$ cat config.mk
export PLATFORM = sky130hd
export DESIGN_NAME = muldiv_unit
export DESIGN_NICKNAME = d
export VERILOG_FILES = /design/src/rtl/mdu_defs_pkg.sv /design/src/rtl/muldiv_unit_iter.sv /design/src/rtl/muldiv_unit.sv
export SDC_FILE = /design/constraint.sdc
export NUM_CORES = 1
export LEC_CHECK = 0
export ABC_AREA = 0
export CAP_MARGIN = 20
export CELL_PAD_IN_SITES_DETAIL_PLACEMENT = 0
export CELL_PAD_IN_SITES_GLOBAL_PLACEMENT = 1
export CORE_MARGIN = 8
export CORE_UTILIZATION = 52
export DETAILED_ROUTE_END_ITERATION = 16
export DONT_BUFFER_PORTS = 1
export PLACE_DENSITY_LB_ADDON = 0.1
export SYNTH_ARGS = -nofsm -noshare
export SYNTH_HDL_FRONTEND = slang
export SYNTH_SLANG_ARGS = --single-unit
$ cat constraint.sdc
create_clock -name clk -period 15.1 [get_ports clk]
set_clock_uncertainty 0.2 [all_clocks]
set_input_delay 0.755 -clock clk [delete_from_list [all_inputs] [get_ports clk]]
set_output_delay 0.755 -clock clk [all_outputs]
set_load 0.05 [all_outputs]
$ cat src/rtl/mdu_defs_pkg.sv
// Shared encodings for the iterative multiply/divide unit.
package mdu_defs;

   localparam logic [2:0] OP_MULT  = 3'b000;
   localparam logic [2:0] OP_MULTU = 3'b001;
   localparam logic [2:0] OP_DIV   = 3'b010;
   localparam logic [2:0] OP_DIVU  = 3'b011;
   localparam logic [2:0] OP_MTHI  = 3'b100;
   localparam logic [2:0] OP_MTLO  = 3'b101;

   localparam logic [1:0] S_IDLE = 2'd0;
   localparam logic [1:0] S_RUN  = 2'd1;
   localparam logic [1:0] S_FIX  = 2'd2;

endpackage

$ cat src/rtl/muldiv_unit_iter.sv
// One iteration of the multiply/divide datapath on the 2*WIDTH accumulator.
// Multiply: acc = {partial product, remaining multiplier bits}, shifts right.
// Divide:   acc = {partial remainder, remaining dividend / quotient bits}, shifts left.
module mdu_iter #(
   parameter int WIDTH = 32
) (
   input  logic                 mode_div,
   input  logic [2*WIDTH-1:0]   acc,
   input  logic [WIDTH-1:0]     opnd,
   output logic [2*WIDTH-1:0]   acc_nxt
);

   logic [WIDTH:0] add_sum;
   logic [WIDTH:0] rem_sh;
   logic [WIDTH:0] diff;

   // Shift-add step or restoring shift-subtract step.
   always_comb begin
      add_sum = {1'b0, acc[2*WIDTH-1:WIDTH]} + (acc[0] ? {1'b0, opnd} : {(WIDTH+1){1'b0}});
      rem_sh  = acc[2*WIDTH-1:WIDTH-1];
      diff    = rem_sh - {1'b0, opnd};
      if (mode_div) begin
         // diff[WIDTH] set means the trial subtract borrowed: keep the old remainder.
         if (diff[WIDTH]) begin
            acc_nxt = {rem_sh[WIDTH-1:0], acc[WIDTH-2:0], 1'b0};
         end else begin
            acc_nxt = {diff[WIDTH-1:0], acc[WIDTH-2:0], 1'b1};
         end
      end else begin
         acc_nxt = {add_sum, acc[WIDTH-1:1]};
      end
   end

endmodule

$ cat src/rtl/muldiv_unit.sv
// Iterative multiply/divide unit with architectural HI/LO registers.
// state  | meaning
// S_IDLE | waiting for start; MTHI/MTLO handled here in one edge
// S_RUN  | one multiply/divide iteration per edge, counter counts down
// S_FIX  | sign correction, HI/LO write, done pulse
module muldiv_unit #(
   parameter int WIDTH = 32
) (
   input  logic             clk,
   input  logic             rst,
   input  logic             start,
   input  logic [2:0]       op,
   input  logic [WIDTH-1:0] a,
   input  logic [WIDTH-1:0] b,
   output logic             busy,
   output logic             done,
   output logic             div_by_zero,
   output logic [WIDTH-1:0] hi,
   output logic [WIDTH-1:0] lo
);
   import mdu_defs::*;

   localparam int CNT_W = $clog2(WIDTH) + 1;
   localparam int W2    = 2 * WIDTH;

   logic [1:0]       state_q, state_d;
   logic [CNT_W-1:0] cnt_q, cnt_d;
   logic [W2-1:0]    acc_q, acc_d;
   logic [WIDTH-1:0] opnd_q, opnd_d;
   logic             is_div_q, is_div_d;
   logic             neg_res_q, neg_res_d;
   logic             neg_rem_q, neg_rem_d;
   logic             dbz_q, dbz_d;
   logic             done_q, done_d;
   logic             dbz_out_q, dbz_out_d;
   logic [WIDTH-1:0] hi_q, hi_d;
   logic [WIDTH-1:0] lo_q, lo_d;

   logic [W2-1:0]    acc_iter;
   logic             signed_op;
   logic [WIDTH-1:0] abs_a, abs_b;
   logic [W2-1:0]    prod_fix;
   logic [WIDTH-1:0] quo_fix, rem_fix;

   mdu_iter #(.WIDTH(WIDTH)) u_iter (
      .mode_div (is_div_q),
      .acc      (acc_q),
      .opnd     (opnd_q),
      .acc_nxt  (acc_iter)
   );

   // Operand magnitudes at issue and sign-corrected results at FIX.
   always_comb begin
      signed_op = ~op[0];
      abs_a     = (signed_op && a[WIDTH-1]) ? -a : a;
      abs_b     = (signed_op && b[WIDTH-1]) ? -b : b;
      prod_fix  = neg_res_q ? -acc_q : acc_q;
      quo_fix   = neg_res_q ? -acc_q[WIDTH-1:0] : acc_q[WIDTH-1:0];
      rem_fix   = neg_rem_q ? -acc_q[W2-1:WIDTH] : acc_q[W2-1:WIDTH];
   end

   // FSM next state, iteration datapath and HI/LO update.
   always_comb begin
      state_d   = state_q;
      cnt_d     = cnt_q;
      acc_d     = acc_q;
      opnd_d    = opnd_q;
      is_div_d  = is_div_q;
      neg_res_d = neg_res_q;
      neg_rem_d = neg_rem_q;
      dbz_d     = dbz_q;
      hi_d      = hi_q;
      lo_d      = lo_q;
      done_d    = 1'b0;
      dbz_out_d = 1'b0;
      case (state_q)
         S_IDLE: begin
            if (start) begin
               case (op)
                  OP_MULT, OP_MULTU, OP_DIV, OP_DIVU: begin
                     state_d   = S_RUN;
                     cnt_d     = CNT_W'(WIDTH);
                     is_div_d  = op[1];
                     neg_res_d = signed_op & (a[WIDTH-1] ^ b[WIDTH-1]);
                     neg_rem_d = signed_op & op[1] & a[WIDTH-1];
                     dbz_d     = op[1] && (b == '0);
                     if (op[1]) begin
                        acc_d  = {{WIDTH{1'b0}}, abs_a};
                        opnd_d = abs_b;
                     end else begin
                        acc_d  = {{WIDTH{1'b0}}, abs_b};
                        opnd_d = abs_a;
                     end
                  end
                  OP_MTHI: hi_d = a;
                  OP_MTLO: lo_d = a;
                  default: ;
               endcase
            end
         end
         S_RUN: begin
            acc_d = acc_iter;
            cnt_d = cnt_q - CNT_W'(1);
            if (cnt_q == CNT_W'(1)) begin
               state_d = S_FIX;
            end
         end
         S_FIX: begin
            state_d   = S_IDLE;
            done_d    = 1'b1;
            dbz_out_d = dbz_q;
            if (is_div_q) begin
               // Divide by zero: remainder path already holds |a|, sign fix restores raw a.
               lo_d = dbz_q ? {WIDTH{1'b1}} : quo_fix;
               hi_d = rem_fix;
            end else begin
               hi_d = prod_fix[W2-1:WIDTH];
               lo_d = prod_fix[WIDTH-1:0];
            end
         end
         default: state_d = S_IDLE;
      endcase
   end

   // State and register update; reset abandons any operation in flight.
   always_ff @(posedge clk or posedge rst) begin
      if (rst) begin
         state_q   <= S_IDLE;
         cnt_q     <= '0;
         acc_q     <= '0;
         opnd_q    <= '0;
         is_div_q  <= 1'b0;
         neg_res_q <= 1'b0;
         neg_rem_q <= 1'b0;
         dbz_q     <= 1'b0;
         done_q    <= 1'b0;
         dbz_out_q <= 1'b0;
         hi_q      <= '0;
         lo_q      <= '0;
      end else begin
         state_q   <= state_d;
         cnt_q     <= cnt_d;
         acc_q     <= acc_d;
         opnd_q    <= opnd_d;
         is_div_q  <= is_div_d;
         neg_res_q <= neg_res_d;
         neg_rem_q <= neg_rem_d;
         dbz_q     <= dbz_d;
         done_q    <= done_d;
         dbz_out_q <= dbz_out_d;
         hi_q      <= hi_d;
         lo_q      <= lo_d;
      end
   end

   assign busy        = (state_q != S_IDLE);
   assign done        = done_q;
   assign div_by_zero = dbz_out_q;
   assign hi          = hi_q;
   assign lo          = lo_q;

endmodule

==> implementation parameters <==
Parameter                              Value

Logic synthesis
  Largest family of logic cells by synthesized area    compound AO/OA/AOI/OAI gates
  Synth cell count leaders    221 x o21ai_0, 207 x nand2_1, 200 x nor2_1, 190 x a21oi_1, 174 x dfrtp_1
  Most instantiated library cell after synthesis    o21ai_0
  Number of enable flip-flop cells after synthesis    0
  Share of the synthesized netlist area taken by xor and xnor gates    10.4%
  Fraction of synthesized area in multiplexers    4.06%
  Total number of yosys warnings    0
  Cell type with the highest aggregate area in the netlist    dfrtp_1
  Synthesized netlist net count    about 2000
  Synthesized-area fraction occupied by ao, oa, aoi and oai cells    25.6%
  Fraction of post-synthesis cell area in the top cell type by area    around 30%
  Post-synthesis async set-or-reset flop share    between 90% and 100%
  Avg Inst Size Synth    7.69 um^2
  Cell area after synthesis    14700 um^2
  Primary FF master, synth    dfrtp_1
  Synthesized-area fraction occupied by adder cells    6.25%
  Simple-gate portion of the synthesized area    a little under a fifth
  Post-synthesis instance total    1905
  Synth Register Bits    174
  Synth area leaders    dfrtp_1 30%, o21ai_0 7.5%, a21oi_1 6.5%
  Library cells used by synthesis    between 70 and 80
  Sequential element share of the synthesized area    between 20 and 30%

Critical path
  WS Path Type    reg2reg
  Top delay family on crit path    compound AO/OA/AOI/OAI gates
  WP data required    around 15 ns
  Slowest library cell on the worst path    inv_1
  Worst setup SP type    flop
  Buf+Inv Stages, Crit Path    1
  Worst stage delay on the critical path    around 0.8 ns
  Highest fanout seen on the critical path    31
  Endpoint class of the critical path    flop
  Chain of cells forming the critical path    inv_1, nor2_1, ha_1, nor2b_1, o31ai_1, a2111oi_0, o2111a_1, o21ai_0, a31oi_1, a221o_1, nand2b_1, a211o_1, a21oi_1
  Setup slack, reg-to-reg    about 10 ns
  Data arrival time of the critical path    4.86 ns

Min path
  Class of the tightest hold or removal check    in2async

Power and ir drop
  Int Pwr    1.86 mW
  Relative contribution of the clock network to total power    between 10% and 20%
  Switching component of the power    2.19 mW
  Comb pwr share    55.9%
  Total power consumption of the routed design    4.06 mW
  Sequential Power Share    roughly a third
  Switching portion of total power    54.1%
  Power density over cell area    263 nW/um^2
  Largest vdd supply drop    0.174 mV
  Leak Pwr    6.53 nW

Layout
  Final standard cell utilization of the core    55.5%
  Area Overhead vs Synth    5.28%
  Share of post-route cells with drive strength above 1    under 10%
  Antenna cell count    0
  Non-Filler Cell Area, Final    15400 um^2
  Number of inserted filler cells in the final layout    2792
  Final #Nets    1968

Clocking
  Clock buffer count from CTS    17
  TritonCTS Sinks    roughly 170
  Clk Tree Root Cell    clkbuf_16
  Clock latency on the worst-skew pair    0.45 ns
  H-tree levels    4
  Buffers from clock root to sink, at most    2
  Total setup buffers inserted after CTS    0
  Number of buffers inserted for hold repair after clock tree synthesis    0
  Clock input transition at the sequential cells of the worst setup and hold paths    roughly 0.090 ns
  Gates resized, CTS repair    0
  Clock tree from TritonCTS    yes

Placement
  Final weighted congestion of routability-driven global placement    between 0.9 and 1
  Port-buffer cells    0
  Total cell area at the placement stage    14800 um^2
  Detailed placement HPWL    38.9 mm
  Pre-CTS WS    10.52 ns

Floorplan
  Starting density of the core    52.8%
  Num rows    61
  Die width    184 um
  Placeable core region    between 20000 and 30000 um^2
  Floorplan die area    roughly 34000 um^2
  I/O pin total    around 140
  Die H    184 um

STA
  Final cycle utilization of the critical path    a little under a third
  Count of final setup violators    0
  Worst slew slack as a fraction of its limit    28.0%
  Slew of the pin with the lowest slew margin    1.08 ns
  Setup repair after global routing missed its margin    no
  Number of hold violations in the final report    0
  Post-layout min period    4.68 ns
  Pins over their slew limit    0
  Fin worst setup slack    10.42 ns
  Peak clock frequency supported by timing    0.214 GHz
  Setup TNS    0 ns

Global route
  Overall track demand over capacity in global routing    about 30%
  Via count of the first global-routing pass    around 13000
  Antenna violations before repair    0
  Wire length of the first global-routing pass    77.3 mm
  Pin count of the biggest net entering global routing    approximately 120
  Global route total overflow    0

Detailed routing
  Wire per inst    between 20 and 25 um
  Via-to-Cell Ratio    6.29
  Final routed DRC violation total    0
  Remaining number of nets flagged by the antenna check after routing    0
  Number of DRC markers after the initial detailed-route iteration    between 1500 and 2000
  Vias    around 14000
  Final wirelength    51.3 mm
  Drt first pass iters    8

Run status
  Result of the run    completed

Flow run
  Max-capacitance violation count    0
cell type report:
class,count,area (um^2),area share [%]
repair buffers,17,148,0.957
multi-input cells,1552,9620,62.3
clock buffers,18,439,2.85
inverters,64,245,1.59
well taps,378,473,3.07
clock inverters,14,149,0.965
flip-flops and latches,174,4360,28.2
flip-flops by register name, summed over array words and instances (netlist names):
name and count:
is_div_q 1, dbz_q 1, done 1, neg_res_q 1, neg_rem_q 1, div_by_zero 1
acc_q 64, cnt_q 6, state_q 2, hi 32, lo 32, opnd_q 32
power groups by stage:
stage          combinational [mW]  sequential, mW  clock, mW
5_1_grt                      2.51            1.35      0.491
3_5_place_dp                 2.23            1.33          0
4_1_cts                      2.24            1.32      0.471
2_1_floorplan                1.82            1.16          0
6_report                     2.27            1.32      0.468
3_3_place_gp                 2.21            1.32          0
routing by layer:
metal | up-vias | global-route usage (%) | wire, um
li1 | 6620 | - | -
met1 | 6685 | 42.8 | 23200
met2 | 571 | 43.9 | 21800
met3 | 75 | 6.21 | 4860
met4 | 0 | 9.33 | 1470
met5 | - | 0 | 0
metrics by stage:
step,hold WS (ns),std cells
finish,0.0189,2217
detailed placement,0.270,2184
CTS,0.0424,2216
global placement,0.265,2184
global route,0.0561,2217
floorplan,0.245,1905
cell usage in the layout (no fill, tap or decap), drive strengths merged, types with 43 or more instances in the layout:
master  instances
o21ai         230
nand2         207
nor2          201
a21oi         190
dfrtp         174
xnor2          99
xor2           75
inv            71
ha             70
mux2i          55
nor3           43
cell families after synthesis:
group	count (synthesis)
AO/OA/AOI/OAI	634
AND/OR/NAND/NOR	613
flip-flops	174
buffers and inverters	179
XOR/XNOR	174
adder cells (fa/ha/maj)	72
multiplexers	59
final timing paths:
kind | from | endpoint | depth (start not counted)
max in group asynchronous | rst | is_div_q | 4
setup reg to reg | acc_q[0] | acc_q[63] | 13
setup / recovery | acc_q[0] | acc_q[63] | 13
hold reg to reg | opnd_q[16] | opnd_q[16] | 2
hold / removal | rst | lo[13] | 1
min in group clk | op[0] | neg_res_q | 1
worst reg2reg max path, stage by stage, from the launching register on:
cell,delay [ns]
dfrtp_1,0.44
inv_1,0.80
nor2_1,0.13
ha_1,0.39
nor2b_1,0.21
o31ai_1,0.13
a2111oi_0,0.76
o2111a_1,0.30
o21ai_0,0.16
a31oi_1,0.30
a221o_1,0.30
nand2b_1,0.09
a211o_1,0.25
a21oi_1,0.14
Note: power is estimated with default switching activity, not from simulation.
